<file path="config.mk">
export PLATFORM = sky130hd
export DESIGN_NAME = shared_adder_arbiter_flat
export DESIGN_NICKNAME = d
export VERILOG_FILES = /design/src/rtl/adder_arb_pkg.sv /design/src/rtl/shared_adder_arbiter_if.sv /design/src/rtl/shared_adder_arbiter_rr_arbiter.sv /design/src/rtl/shared_adder_arbiter.sv /design/src/flat_wrapper.sv
export SDC_FILE = /design/constraint.sdc
export NUM_CORES = 1
export LEC_CHECK = 0
export BUFFER_PORTS_ARGS = -buffer_cell sky130_fd_sc_hd__buf_2
export CAP_MARGIN = 20
export CORE_AREA = 2 2 119 121
export CTS_CLUSTER_DIAMETER = 150
export DETAILED_ROUTE_END_ITERATION = 10
export DIE_AREA = 0 0 121 123
export PLACE_DENSITY_LB_ADDON = 0.08
export SYNTH_ARGS = -nofsm -noshare
export SYNTH_HDL_FRONTEND = slang
export SYNTH_HIERARCHICAL = 1
export SYNTH_SLANG_ARGS = --single-unit
</file>
<file path="constraint.sdc">
create_clock -name clock -period 16.3 [get_ports clock]
set_input_delay 3.26 -clock clock [delete_from_list [all_inputs] [get_ports clock]]
set_output_delay 3.26 -clock clock [all_outputs]
set_load 0.02 [all_outputs]
</file>
<file path="src/rtl/adder_arb_pkg.sv">
// Shared definitions for the round-robin shared adder: id width helper and
// default-configuration operand/response records.
package adder_arb_pkg;

    localparam int DEFAULT_WIDTH   = 32;
    localparam int DEFAULT_NUM_REQ = 4;

    // Requester id width; never narrower than one bit.
    function automatic int id_w(input int num_req);
        return (num_req < 2) ? 1 : $clog2(num_req);
    endfunction

    localparam int DEFAULT_ID_W = id_w(DEFAULT_NUM_REQ);

    typedef struct packed {
        logic [DEFAULT_WIDTH-1:0] a;
        logic [DEFAULT_WIDTH-1:0] b;
    } operand_pair_t;

    typedef struct packed {
        logic [DEFAULT_WIDTH-1:0] result;
        logic                     carry;
        logic [DEFAULT_ID_W-1:0]  id;
    } rsp_t;

endpackage

</file>
<file path="src/rtl/shared_adder_arbiter_if.sv">
// Request/response bundle between requesters, the shared adder and its consumer.
import adder_arb_pkg::*;

// Both sides use valid/ready: a transfer happens on a clock edge where valid
// and ready are both high; valid must not wait for ready, and payload stays
// stable while valid is high and ready is low.
interface shared_adder_arbiter_if #(
    parameter int WIDTH   = 32,
    parameter int NUM_REQ = 4
);
    localparam int ID_W = id_w(NUM_REQ);

    logic [NUM_REQ-1:0]       req_valid;
    logic [NUM_REQ-1:0]       req_ready;
    logic [NUM_REQ*WIDTH-1:0] req_operand_a;
    logic [NUM_REQ*WIDTH-1:0] req_operand_b;
    logic                     rsp_valid;
    logic                     rsp_ready;
    logic [WIDTH-1:0]         rsp_result;
    logic                     rsp_carry;
    logic [ID_W-1:0]          rsp_id;
    logic [ID_W-1:0]          dbg_rr_ptr;

    modport slave (
        input  req_valid, req_operand_a, req_operand_b, rsp_ready,
        output req_ready, rsp_valid, rsp_result, rsp_carry, rsp_id, dbg_rr_ptr
    );

    modport master (
        output req_valid, req_operand_a, req_operand_b, rsp_ready,
        input  req_ready, rsp_valid, rsp_result, rsp_carry, rsp_id, dbg_rr_ptr
    );

endinterface

</file>
<file path="src/rtl/shared_adder_arbiter_rr_arbiter.sv">
// Combinational round-robin arbiter: first valid request at or after rr_ptr.
import adder_arb_pkg::*;

module rr_arbiter #(
    parameter int NUM_REQ = 4
) (
    input  logic [NUM_REQ-1:0]          req,
    input  logic [id_w(NUM_REQ)-1:0]    rr_ptr,
    input  logic                        enable,
    output logic [NUM_REQ-1:0]          grant,
    output logic [id_w(NUM_REQ)-1:0]    grant_idx,
    output logic                        grant_valid
);
    localparam int ID_W = id_w(NUM_REQ);

    logic [ID_W:0]   pos;
    logic [ID_W-1:0] idx;

    always_comb begin
        grant       = '0;
        grant_idx   = '0;
        grant_valid = 1'b0;
        pos         = '0;
        idx         = '0;
        if (enable) begin
            for (int k = 0; k < NUM_REQ; k++) begin
                // Extra bit keeps rr_ptr + k from overflowing before the wrap.
                pos = {1'b0, rr_ptr} + (ID_W+1)'(k);
                if (pos >= (ID_W+1)'(NUM_REQ)) pos = pos - (ID_W+1)'(NUM_REQ);
                idx = pos[ID_W-1:0];
                if (!grant_valid && req[idx]) begin
                    grant_valid = 1'b1;
                    grant_idx   = idx;
                    grant[idx]  = 1'b1;
                end
            end
        end
    end

endmodule

</file>
<file path="src/rtl/shared_adder_arbiter.sv">
// One adder shared by NUM_REQ requesters; round-robin grant, one-cycle latency,
// single-entry tagged result register that refills while draining.
import adder_arb_pkg::*;

module shared_adder_arbiter #(
    parameter int WIDTH   = 32,
    parameter int NUM_REQ = 4
) (
    input  logic                  clock,
    input  logic                  reset_n,
    shared_adder_arbiter_if.slave bus
);
    localparam int ID_W = id_w(NUM_REQ);

    typedef struct packed {
        logic [WIDTH-1:0] a;
        logic [WIDTH-1:0] b;
    } pair_t;

    pair_t              pairs [NUM_REQ];
    pair_t              sel;
    logic [WIDTH:0]     sum;
    logic [NUM_REQ-1:0] grant;
    logic [ID_W-1:0]    grant_idx;
    logic               accept;
    logic               slot_free;
    logic [ID_W-1:0]    next_ptr;

    logic               rsp_valid_q;
    logic [WIDTH-1:0]   result_q;
    logic               carry_q;
    logic [ID_W-1:0]    id_q;
    logic [ID_W-1:0]    rr_ptr_q;

    for (genvar i = 0; i < NUM_REQ; i++) begin : g_unpack
        assign pairs[i] = {bus.req_operand_a[i*WIDTH +: WIDTH],
                           bus.req_operand_b[i*WIDTH +: WIDTH]};
    end

    assign slot_free = !rsp_valid_q || bus.rsp_ready;

    // reset_n gates the grant so no requester sees ready while in reset.
    rr_arbiter #(.NUM_REQ(NUM_REQ)) u_arb (
        .req         (bus.req_valid),
        .rr_ptr      (rr_ptr_q),
        .enable      (slot_free && reset_n),
        .grant       (grant),
        .grant_idx   (grant_idx),
        .grant_valid (accept)
    );

    assign sel      = pairs[grant_idx];
    assign sum      = {1'b0, sel.a} + {1'b0, sel.b};
    assign next_ptr = (grant_idx == ID_W'(NUM_REQ - 1)) ? '0 : grant_idx + 1'b1;

    always_ff @(posedge clock or negedge reset_n) begin
        if (!reset_n) begin
            rsp_valid_q <= 1'b0;
            result_q    <= '0;
            carry_q     <= 1'b0;
            id_q        <= '0;
            rr_ptr_q    <= '0;
        end else if (accept) begin
            rsp_valid_q <= 1'b1;
            result_q    <= sum[WIDTH-1:0];
            carry_q     <= sum[WIDTH];
            id_q        <= grant_idx;
            rr_ptr_q    <= next_ptr;
        end else if (rsp_valid_q && bus.rsp_ready) begin
            rsp_valid_q <= 1'b0;
        end
    end

    assign bus.req_ready  = grant;
    assign bus.rsp_valid  = rsp_valid_q;
    assign bus.rsp_result = result_q;
    assign bus.rsp_carry  = carry_q;
    assign bus.rsp_id     = id_q;
    assign bus.dbg_rr_ptr = rr_ptr_q;

endmodule

</file>
<file path="src/flat_wrapper.sv">
// flat-port wrapper written by rule: the top's interface ports become plain ports
module shared_adder_arbiter_flat 
#(
    parameter int WIDTH   = 32,
    parameter int NUM_REQ = 4
)
  (clock, reset_n, bus_req_valid, bus_req_operand_a, bus_req_operand_b, bus_rsp_ready, bus_req_ready, bus_rsp_valid, bus_rsp_result, bus_rsp_carry, bus_rsp_id, bus_dbg_rr_ptr);
  shared_adder_arbiter_if #(.WIDTH(WIDTH), .NUM_REQ(NUM_REQ)) bus_i ();
  input  logic clock;
  input  logic reset_n;
  input wire logic [$bits(bus_i.req_valid)-1:0] bus_req_valid;
  input wire logic [$bits(bus_i.req_operand_a)-1:0] bus_req_operand_a;
  input wire logic [$bits(bus_i.req_operand_b)-1:0] bus_req_operand_b;
  input wire logic [$bits(bus_i.rsp_ready)-1:0] bus_rsp_ready;
  output wire logic [$bits(bus_i.req_ready)-1:0] bus_req_ready;
  output wire logic [$bits(bus_i.rsp_valid)-1:0] bus_rsp_valid;
  output wire logic [$bits(bus_i.rsp_result)-1:0] bus_rsp_result;
  output wire logic [$bits(bus_i.rsp_carry)-1:0] bus_rsp_carry;
  output wire logic [$bits(bus_i.rsp_id)-1:0] bus_rsp_id;
  output wire logic [$bits(bus_i.dbg_rr_ptr)-1:0] bus_dbg_rr_ptr;
  assign bus_i.req_valid = bus_req_valid;
  assign bus_i.req_operand_a = bus_req_operand_a;
  assign bus_i.req_operand_b = bus_req_operand_b;
  assign bus_i.rsp_ready = bus_rsp_ready;
  assign bus_req_ready = bus_i.req_ready;
  assign bus_rsp_valid = bus_i.rsp_valid;
  assign bus_rsp_result = bus_i.rsp_result;
  assign bus_rsp_carry = bus_i.rsp_carry;
  assign bus_rsp_id = bus_i.rsp_id;
  assign bus_dbg_rr_ptr = bus_i.dbg_rr_ptr;
  shared_adder_arbiter #(.WIDTH(WIDTH), .NUM_REQ(NUM_REQ)) u_core (.clock(clock), .reset_n(reset_n), .bus(bus_i));
endmodule
</file>
==> out/results.tsv, run 1 <==
metric	value	unit
status	complete, no violations	
Max clock buf depth	2	
area of the die	14900	sq um
overall routing resource usage	0.231	
Post-synth EDFFs	0	
final period utilization	0.497	
Setup WS post-layout	8.20	ns
CTS H-Tree Depth	2	
CTS tree	built	
CP Data Required Time	13.04	ns
Synthesized Nets	882	
Setup WS pre-CTS	8.13	ns
DR vias/cell	5.85	
Seq/Total Area, Yosys	0.167	
Worst-path clk slew	0.06	ns
Yosys top cell area share	0.257	
Final Hold Viols	0	
crit path DAT	4.84	ns
min Tclk post-route	8.10	ns
Power Internal	0.000655	W
fmax	0.123	GHz
CP max FO	39	
Mapped Avg Cell Area	9.86	sq um
startpoint types	input port	
Synth Instances	578	
DR WL/cell	17.3	um
Reg-to-Reg Start	u_core/bus.dbg_rr_ptr[0]	
fin nets	1158	
initial antenna violation count	0	
Area contributors post-synth	mux4_2 26%, dfrtp_1 17%, ha_1 8.8%	
ys flop type	dfrtp_1	
initial drt markers	366	
count of pins over their slew limit	0	
vias in the first global route	5889	
setup violators final	0	
DRC errors left	0	
Starting Density	0.419	
Detailed Routing Iterations Pass 1	5	
share of post-route cells with drive strength above 1	0.490	
postcts setup bufs	0	
cell area power density	173	nW/um^2
later-pin clock latency in the skew report	0.28	ns
Clock Sinks	38	
Reg power frac	0.134	
post-CTS sizing	0	
IO Pins	305	
unrepaired setup endpoints after global routing	false	
gr ovfl total	0	
Syn-to-layout area delta	32.5	%
Die Span X	121	um
Fin Clk Skew	0.00454	ns
Seq cells post-synth	38	
fill count	1239	
Clock Root Buffer	clkbuf_16	
Unique masters post-synth	79	
Setup TNS Final	0	ns
Clock power frac	0.102	
maximum resistive drop on vdd	0.0000892	V
Pleak	3.39	nW
diode count	0	
hold path start	u_core/bus.rsp_result[5]	
Core Box Area	13600	sq um
post-DP HPWL	14500	um
Netlist Area Pre-Place	5700	sq um
floorplan row count	43	
die height	123	um
DR vias	6058	
Comb power frac	0.764	
switching share of total power	0.497	
first-pass GRT wire length	28100	um
worst setup path start	reset_n	
Async S/R FF share, synth	1.00	
Least-Margin Pin Slew	0.851	ns
area leader, netlist	mux4_2	
maximum capacitance violations	0	
Port Buf Inserts	304	
crit end category	output port	
Hold-fix buffers, CTS	0	
Max-slew headroom	0.433	
Ys Warns	6	
Hold/Removal Path Class	reg2reg	
largest net degree at the start of global routing	67	
Routed Antenna Nets	0	
DRT Wirelength	17900	um
Num CTS Buffers	5	
GPL Wtd Cong	0.913	
switching pwr	0.000648	W
CP Class	in2out	
cell families (layout without fill, tap and decap cells):
kind of cell / after synthesis / after routing / synth area share
fa+ha+maj: 41 / 41 / 0.0913
flops: 38 / 38 / 0.167
simple gates: 173 / 173 / 0.158
compound gates: 180 / 180 / 0.230
buf+inv: 52 / 329 / 0.0382
xor+xnor: 9 / 9 / 0.0138
mux: 85 / 85 / 0.302
area by class of cell:
class,instances,area (sq um),area share
repair buffers,310,1570,0.208
multi-input cells,488,4560,0.605
inverters,11,41.3,0.00547
clock inverters,2,60.1,0.00796
flip-flops and latches,38,951,0.126
clock buffers,6,139,0.0184
well taps,180,225,0.0298
placed cells by master (no fill, tap or decap), types with 5 or more instances in the layout:
cell / count
nor2b_1: 10
inv_1: 9
a211oi_1: 9
o31ai_1: 9
mux2_2: 13
and2_1: 8
nand3_1: 19
nor2_1: 31
clkbuf_16: 5
o2111ai_1: 10
mux4_2: 65
a21o_1: 15
or4_1: 5
nand2_1: 43
nand4_1: 8
a21oi_1: 40
o311ai_0: 5
o21a_1: 11
o21ai_0: 22
and3_1: 5
nor3_1: 15
xnor2_1: 8
o211ai_1: 6
ha_1: 40
buf_2: 304
a22oi_1: 6
or2_2: 6
dfrtp_1: 38
buf_4: 6
worst max-delay path, cell delays in order:
cell and delay [ns]:
buf_2 0.08, buf_4 0.46, and2_1 0.38, o311a_1 0.32
a32o_1 0.16, buf_2 0.16
flip-flops by register name, indices dropped and copies added (netlist names):
register,cells
u_core/bus.dbg_rr_ptr,2
u_core/bus.rsp_id,2
u_core/bus.rsp_carry,1
u_core/bus.rsp_valid,1
u_core/bus.rsp_result,32
through the flow:
stage / power [W] / hold slack [ns] / instances / utilization / area, sq um
after floorplan: 0.000913 / 0.594 / 578 / - / 5700
after global placement: 0.00115 / 0.464 / 1027 / 0.540 / 7350
after detailed placement: 0.00117 / 0.464 / 1027 / 0.540 / 7350
after CTS: 0.00131 / 0.479 / 1035 / 0.554 / 7550
after global routing: 0.00141 / 0.492 / 1035 / 0.554 / 7550
final: 0.00130 / 0.474 / 1035 / 0.554 / 7550
cell usage after synthesis, types with 9 or more instances:
master	number
mux4_2	65
nand2_1	43
a21oi_1	41
ha_1	40
dfrtp_1	38
nor2_1	31
o21ai_0	22
clkbuf_1	21
nand3_1	19
a21o_1	15
nor3_1	15
mux2_2	13
buf_2	11
o21a_1	11
nor2b_1	10
o2111ai_1	10
a211oi_1	9
inv_1	9
o31ai_1	9
per-layer routing:
layer  vias to the layer above  global-route usage  routed length [um]
met1                      2916               0.307                7640
met4                         0              0.0465                 185
li1                       2907                   -                   -
met5                         -                   0                   0
met2                       219               0.409                9110
met3                        16              0.0254                1000
worst paths after layout:
check | to | slack (ns) | cells after the start
setup / recovery | bus_req_ready[3] | 8.20 | 6
min in group asynchronous | u_core/bus.rsp_result[19] | 3.06 | 2
hold reg to reg | u_core/bus.rsp_result[5] | 0.47 | 1
max in group asynchronous | u_core/bus.dbg_rr_ptr[1] | 12.85 | 2
setup reg to reg | u_core/bus.rsp_result[26] | 9.96 | 15
hold / removal | u_core/bus.rsp_result[5] | 0.47 | 1
power by group through the flow:
stage          Combinational [W]  Sequential, W  Clock, W
2_1_floorplan           0.000690       0.000223         0
3_3_place_gp            0.000976       0.000177         0
3_5_place_dp            0.000989       0.000177         0
4_1_cts                 0.000994       0.000176  0.000136
5_1_grt                  0.00109       0.000182  0.000140
6_report                0.000996       0.000175  0.000133
(Power assumes the default switching activity.)
==> run 2, diff against run 1 <==
--- a/config.mk
+++ b/config.mk
@@ -5,12 +5,13 @@
 export SDC_FILE = /design/constraint.sdc
 export NUM_CORES = 1
 export LEC_CHECK = 0
+export ABC_AREA = 1
 export BUFFER_PORTS_ARGS = -buffer_cell sky130_fd_sc_hd__buf_2
 export CAP_MARGIN = 20
-export CORE_AREA = 2 2 119 121
+export CORE_AREA = 2 2 120 122
 export CTS_CLUSTER_DIAMETER = 150
 export DETAILED_ROUTE_END_ITERATION = 10
-export DIE_AREA = 0 0 121 123
+export DIE_AREA = 0 0 122 124
 export PLACE_DENSITY_LB_ADDON = 0.08
 export SYNTH_ARGS = -nofsm -noshare
 export SYNTH_HDL_FRONTEND = slang
==> constraint.sdc (replaced) <==
create_clock -name clock -period 7.9 [get_ports clock]
set_input_delay 1.58 -clock clock [delete_from_list [all_inputs] [get_ports clock]]
set_output_delay 1.58 -clock clock [all_outputs]
set_load 0.02 [all_outputs]
==> out/results.tsv, run 2 <==
metric	value	unit	change
status	complete, no violations		unchanged
Detailed Routing Iterations Pass 1	7		was 5
Seq cells post-synth	38		unchanged
fmax	0.173	GHz	
die height	124	um	was 123 um
share of post-route cells with drive strength above 1	0.281		was 0.490
crit end category	flip-flop		was output port
fill count	1539		was 1239
Async S/R FF share, synth	1.00		unchanged
hold path start	u_core/bus.rsp_result[0]		was u_core/bus.rsp_result[5]
Ys Warns	6		unchanged
vias in the first global route	7251		was 5889
DRC errors left	0		unchanged
Port Buf Inserts	304		unchanged
Seq/Total Area, Yosys	0.156		was 0.167
setup violators final	0		unchanged
area of the die	15100	sq um	was 14900 sq um
Syn-to-layout area delta	28.5	%	was 32.5%
reg2reg path depth	26		was 15
most frequent cell after synthesis	nand2_1		was mux4_2
flip-flop and latch area	951	sq um	unchanged
gr ovfl total	0		unchanged
Post-synth top cells	280 x nand2_1, 164 x nor2_1, 140 x o21ai_0, 123 x inv_1, 64 x o22ai_1		was 65 x mux4_2, 43 x nand2_1, 41 x a21oi_1, 40 x ha_1, 38 x dfrtp_1
post-DP HPWL	15900	um	was 14500 um
hold-critical path endpoint	u_core/bus.rsp_result[0]		was u_core/bus.rsp_result[5]
IO Pins	305		unchanged
Post-synth EDFFs	0		unchanged
DR WL/cell	13.2	um	was 17.3 um
later-pin clock latency in the skew report	0.28	ns	about the same
initial drt markers	427		was 366
Synthesized Nets	1392		was 882
startpoint types	input port		unchanged
CP Class	in2reg		was in2out
Die Span X	122	um	was 121 um
DR vias/cell	5.12		was 5.85
Hold/Removal Path Class	reg2reg		unchanged
min Tclk post-route	5.77	ns	
Worst-path clk slew	0.06	ns	about the same
Clock Sinks	38		unchanged
Core Box Area	13700	sq um	was 13600 sq um
Least-Margin Pin Slew	0.974	ns	was 0.851 ns
Reg-to-Reg Start	u_core/bus.dbg_rr_ptr[0]		unchanged
max reg flops	32		unchanged
Starting Density	0.443		was 0.419
ys flop type	dfrtp_1		unchanged
DR vias	7849		was 6058
commonest non-fill, non-tap cells in the layout	304 x buf_2, 280 x nand2_1, 163 x nor2_1		was 304 x buf_2, 65 x mux4_2, 43 x nand2_1
area leader, netlist	nand2_1		was mux4_2
postcts setup bufs	0		unchanged
hold path depth	2		was 1
Synth Instances	1088		was 578
Max clock buf depth	2		unchanged
flop2flop setup slack	2.56	ns	was 9.96 ns
Routed Antenna Nets	0		unchanged
fin nets	1657		was 1158
Fin Clk Skew	0.00676	ns	was 0.00454 ns
area of the multi-input gates	4430	sq um	was 4560 sq um
Area contributors post-synth	nand2_1 17%, dfrtp_1 16%, o21ai_0 12%		was mux4_2 26%, dfrtp_1 17%, ha_1 8.8%
Unique masters post-synth	37		was 79
R2R Path End	u_core/bus.rsp_result[29]		was u_core/bus.rsp_result[26]
Mapped Avg Cell Area	5.59	sq um	was 9.86 sq um
CTS tree	built		unchanged
Yosys top cell area share	0.173		was 0.257
crit path DAT	5.94	ns	was 4.84 ns
overall routing resource usage	0.260		was 0.231
post-CTS sizing	0		unchanged
count of pins over their slew limit	0		unchanged
CP Data Required Time	8.07	ns	was 13.04 ns
diode count	0		unchanged
Netlist Area Pre-Place	6080	sq um	was 5700 sq um
Setup TNS Final	0	ns	unchanged
Final Hold Viols	0		unchanged
first-pass GRT wire length	32500	um	was 28100 um
fin util	0.570		was 0.554
CP max FO	66		was 39
CTS H-Tree Depth	2		unchanged
maximum capacitance violations	0		unchanged
Max-slew headroom	0.350		was 0.433
floorplan row count	43		unchanged
most common cell after layout, fill and taps aside	buf_2		unchanged
Hold-fix buffers, CTS	0		unchanged
initial antenna violation count	0		unchanged
Clock Root Buffer	clkbuf_16		unchanged
Num CTS Buffers	5		unchanged
final period utilization	0.731		
worst setup path start	reset_n		unchanged
DRT Wirelength	20300	um	was 17900 um
GPL Wtd Cong	0.893		was 0.913
largest net degree at the start of global routing	131		was 67
unrepaired setup endpoints after global routing	false		unchanged
-- run 2: kinds of logic (layout without fill, tap and decap cells) --
logic type,count (synthesis),after routing,share of synthesized area
compound gates,251,251,0.227
simple gates,565,565,0.397
fa+ha+maj,41,41,0.0856
xor+xnor,13,13,0.0187
buf+inv,180,446,0.116
flops,38,38,0.156
-- run 2: metrics by stage --
step	hold WS (ns)	setup slack (ns)	instance area, sq um	instances
after global placement	0.453	1.88	7640	1525
after floorplan	0.584	3.21	6080	1088
after global routing	0.491	1.59	7820	1534
final	0.469	2.13	7820	1534
after CTS	0.473	2.12	7790	1533
after detailed placement	0.460	1.83	7640	1525
-- run 2: layout make-up --
type	count	share of cell area
Tap cell	180	0.0288
Inverter	130	0.0626
Timing Repair Buffer	308	0.200
Clock inverter	2	0.00160
Clock buffer	6	0.0178
Sequential cell	38	0.122
Multi-Input combinational cell	870	0.567
-- run 2: how the worst max path moves through the flow --
stage                                           end  slack (ns)  cells after the start
final                     u_core/bus.rsp_result[28]        2.13                     20
after global placement    u_core/bus.rsp_result[28]        1.88                     20
after global routing      u_core/bus.rsp_result[28]        1.59                     20
after CTS                 u_core/bus.rsp_result[28]        2.12                     20
after floorplan           u_core/bus.rsp_result[28]        3.21                     25
after detailed placement  u_core/bus.rsp_result[28]        1.83                     20
-- run 2: worst max-delay path, stage by stage --
cell and delay, ns:
buf_2 0.08, buf_4 0.43, o21a_1 0.30, o21ai_0 0.11, inv_1 0.06, nand2_1 0.05, inv_2 0.70, inv_2 0.62
o21ai_0 0.23, o22ai_1 0.11, ha_1 0.26, fa_1 0.45, nand3_1 0.11, nand3_1 0.20, nand3_1 0.15, nand3_2 0.11
nand2_1 0.10, nand3_1 0.08, nand3_1 0.09, nand2_1 0.06
-- run 2: metal layers --
metal	global-route usage	vias up	share of wire
met2	0.470	271	0.47
met4	0.0445	0	0.011
met5	0	-	0
met3	0.0353	22	0.068
li1	-	4071	-
met1	0.333	3485	0.45
Power of run 2 is not shown: default switching activity piles up to over one toggle a cycle in this logic, so the estimate is an artifact.
==> run 3, diff against run 2 <==
--- a/config.mk
+++ b/config.mk
@@ -5,13 +5,13 @@
 export SDC_FILE = /design/constraint.sdc
 export NUM_CORES = 1
 export LEC_CHECK = 0
-export ABC_AREA = 1
+export ABC_AREA = 0
 export BUFFER_PORTS_ARGS = -buffer_cell sky130_fd_sc_hd__buf_2
 export CAP_MARGIN = 20
-export CORE_AREA = 2 2 120 122
+export CORE_AREA = 2 2 119 121
 export CTS_CLUSTER_DIAMETER = 150
 export DETAILED_ROUTE_END_ITERATION = 10
-export DIE_AREA = 0 0 122 124
+export DIE_AREA = 0 0 121 123
 export PLACE_DENSITY_LB_ADDON = 0.08
 export SYNTH_ARGS = -nofsm -noshare
 export SYNTH_HDL_FRONTEND = slang
==> constraint.sdc (replaced) <==
create_clock -name clock -period 6 [get_ports clock]
set_input_delay 1.2 -clock clock [delete_from_list [all_inputs] [get_ports clock]]
set_output_delay 1.2 -clock clock [all_outputs]
set_load 0.02 [all_outputs]
==> out/results.tsv, run 3 (same netlist as run 1, synthesis figures left out) <==
metric	value	unit	change
cell area power density	473	nW/um^2	
DRC errors left	0		unchanged
Num CTS Buffers	5		unchanged
overall routing resource usage	0.242		was 0.260
Hold-fix buffers, CTS	0		unchanged
fmax	0.186	GHz	
later-pin clock latency in the skew report	0.29	ns	was 0.28 ns
share of post-route cells with drive strength above 1	0.494		was 0.281
Core Box Area	13600	sq um	was 13700 sq um
floorplan row count	43		unchanged
initial antenna violation count	0		unchanged
Power Internal	0.00181	W	
non-filler instance count after layout	1041		was 1534
vias in the first global route	5967		was 7251
post-DP HPWL	15300	um	was 15900 um
DRT Wirelength	18800	um	was 20300 um
largest net degree at the start of global routing	42		was 131
count of pins over their slew limit	0		unchanged
postcts setup bufs	0		unchanged
Least-Margin Pin Slew	0.858	ns	was 0.974 ns
CTS tree	built		unchanged
area of the die	14900	sq um	was 15100 sq um
gr ovfl total	0		unchanged
startpoint types	input port		unchanged
DR vias/cell	5.94		was 5.12
CTS H-Tree Depth	2		unchanged
CP max FO	34		was 66
switching pwr	0.00179	W	
Inst Count DP	1033		was 1525
Setup WS pre-CTS	0.336	ns	was 1.83 ns
Max-slew headroom	0.424		was 0.350
IO Pins	305		unchanged
diode count	0		unchanged
crit end category	flip-flop		unchanged
Pleak	3.43	nW	
Comb power frac	0.772		
switching share of total power	0.498		
post-CTS sizing	0		unchanged
most common cell after layout, fill and taps aside	buf_2		unchanged
die height	123	um	was 124 um
Syn-to-layout area delta	33.7	%	was 28.5%
Port Buf Inserts	304		unchanged
crit path DAT	5.56	ns	was 5.94 ns
Clock power frac	0.102		
unrepaired setup endpoints after global routing	false		unchanged
max reg flops	32		unchanged
Die Span X	121	um	was 122 um
maximum capacitance violations	0		unchanged
status	complete, no violations		unchanged
final period utilization	0.895		
Fin Clk Skew	0.0108	ns	was 0.00676 ns
Hold/Removal Path Class	reg2reg		unchanged
hold_ws	0.483	ns	was 0.469 ns
GPL Wtd Cong	0.943		was 0.893
DR vias	6184		was 7849
Worst-path clk slew	0.07	ns	was 0.06 ns
Max clock buf depth	2		unchanged
Detailed Routing Iterations Pass 1	5		was 7
Final Hold Viols	0		unchanged
commonest non-fill, non-tap cells in the layout	304 x buf_2, 65 x mux4_2, 43 x nand2_1		was 304 x buf_2, 280 x nand2_1, 163 x nor2_1
Reg power frac	0.126		
CP Data Required Time	6.19	ns	was 8.07 ns
fill count	1261		was 1539
maximum resistive drop on vdd	0.000198	V	
Routed Antenna Nets	0		unchanged
Clock Root Buffer	clkbuf_16		unchanged
Setup WS post-layout	0.633	ns	was 2.13 ns
fin nets	1164		was 1657
CP Class	in2reg		unchanged
first-pass GRT wire length	29000	um	was 32500 um
Clock Sinks	38		unchanged
initial drt markers	399		was 427
min Tclk post-route	5.37	ns	
Setup TNS Final	0	ns	unchanged
setup violators final	0		unchanged
Starting Density	0.419		was 0.443
DR WL/cell	18.1	um	was 13.2 um
run 3: changes by cell type in the layout (fill, tap and decap cells not counted), moves of 16 or more:
cell,delta
a21oi_1,+16
inv_1,-112
mux4_2,+65
nand2_1,-237
nand2_2,-28
nand3_1,-35
nor2_1,-132
o21ai_0,-118
o22ai_1,-62
run 3: area by class of cell:
type	count	area, sq um	area share
multi-input combinational	488	4560	0.599
timing repair buffer	316	1640	0.215
sequential	38	951	0.125
tap	180	225	0.0296
clock buffer	6	139	0.0182
clock inverter	2	60.1	0.00788
inverter	11	41.3	0.00542
run 3: final timing paths:
kind                                              to                      start  cells past startpoint  slack [ns]
max                        u_core/bus.rsp_result[25]           bus_req_valid[0]                     12        0.63
min reg2reg                u_core/bus.rsp_result[21]  u_core/bus.rsp_result[21]                      2        0.48
max in group asynchronous       u_core/bus.rsp_id[0]                    reset_n                      2        4.52
max reg2reg                u_core/bus.rsp_result[25]   u_core/bus.dbg_rr_ptr[0]                     14        0.83
min in group asynchronous  u_core/bus.rsp_result[19]                    reset_n                      2        1.10
min                        u_core/bus.rsp_result[21]  u_core/bus.rsp_result[21]                      2        0.48
run 3: stage by stage:
| step | total power [W] | cell area [sq um] | util |
|---|---|---|---|
| 3_3_place_gp | 0.00318 | 7420 | 0.545 |
| 2_1_floorplan | 0.00248 | 5700 | - |
| 6_report | 0.00361 | 7620 | 0.560 |
| 5_1_grt | 0.00389 | 7620 | 0.560 |
| 4_1_cts | 0.00360 | 7620 | 0.560 |
| 3_5_place_dp | 0.00321 | 7420 | 0.545 |
run 3: routing by layer:
metal | wire [um] | vias up | global-route usage | part of all wire
li1 | - | 2916 | - | -
met2 | 9540 | 236 | 0.428 | 0.51
met1 | 7800 | 3009 | 0.314 | 0.42
met3 | 1200 | 23 | 0.0309 | 0.064
met4 | 258 | 0 | 0.0589 | 0.014
met5 | 0 | - | 0 | 0
run 3: power by group through the flow:
stage	Sequential [W]	Combinational, W	Clock, W
6_report	0.000454	0.00279	0.000367
5_1_grt	0.000471	0.00304	0.000385
4_1_cts	0.000454	0.00277	0.000375
3_5_place_dp	0.000458	0.00276	0
3_3_place_gp	0.000457	0.00272	0
2_1_floorplan	0.000605	0.00188	0
run 3: worst max-delay path, stage by stage:
cell       delay (ns)
buf_2            0.18
mux4_2           0.55
o211a_1          0.29
nor3_4           0.38
buf_12           0.31
mux4_2           0.54
ha_1             0.46
nand4_1          0.25
or3_1            0.46
a2111oi_2        0.56
nor3_1           0.09
o31ai_1          0.25
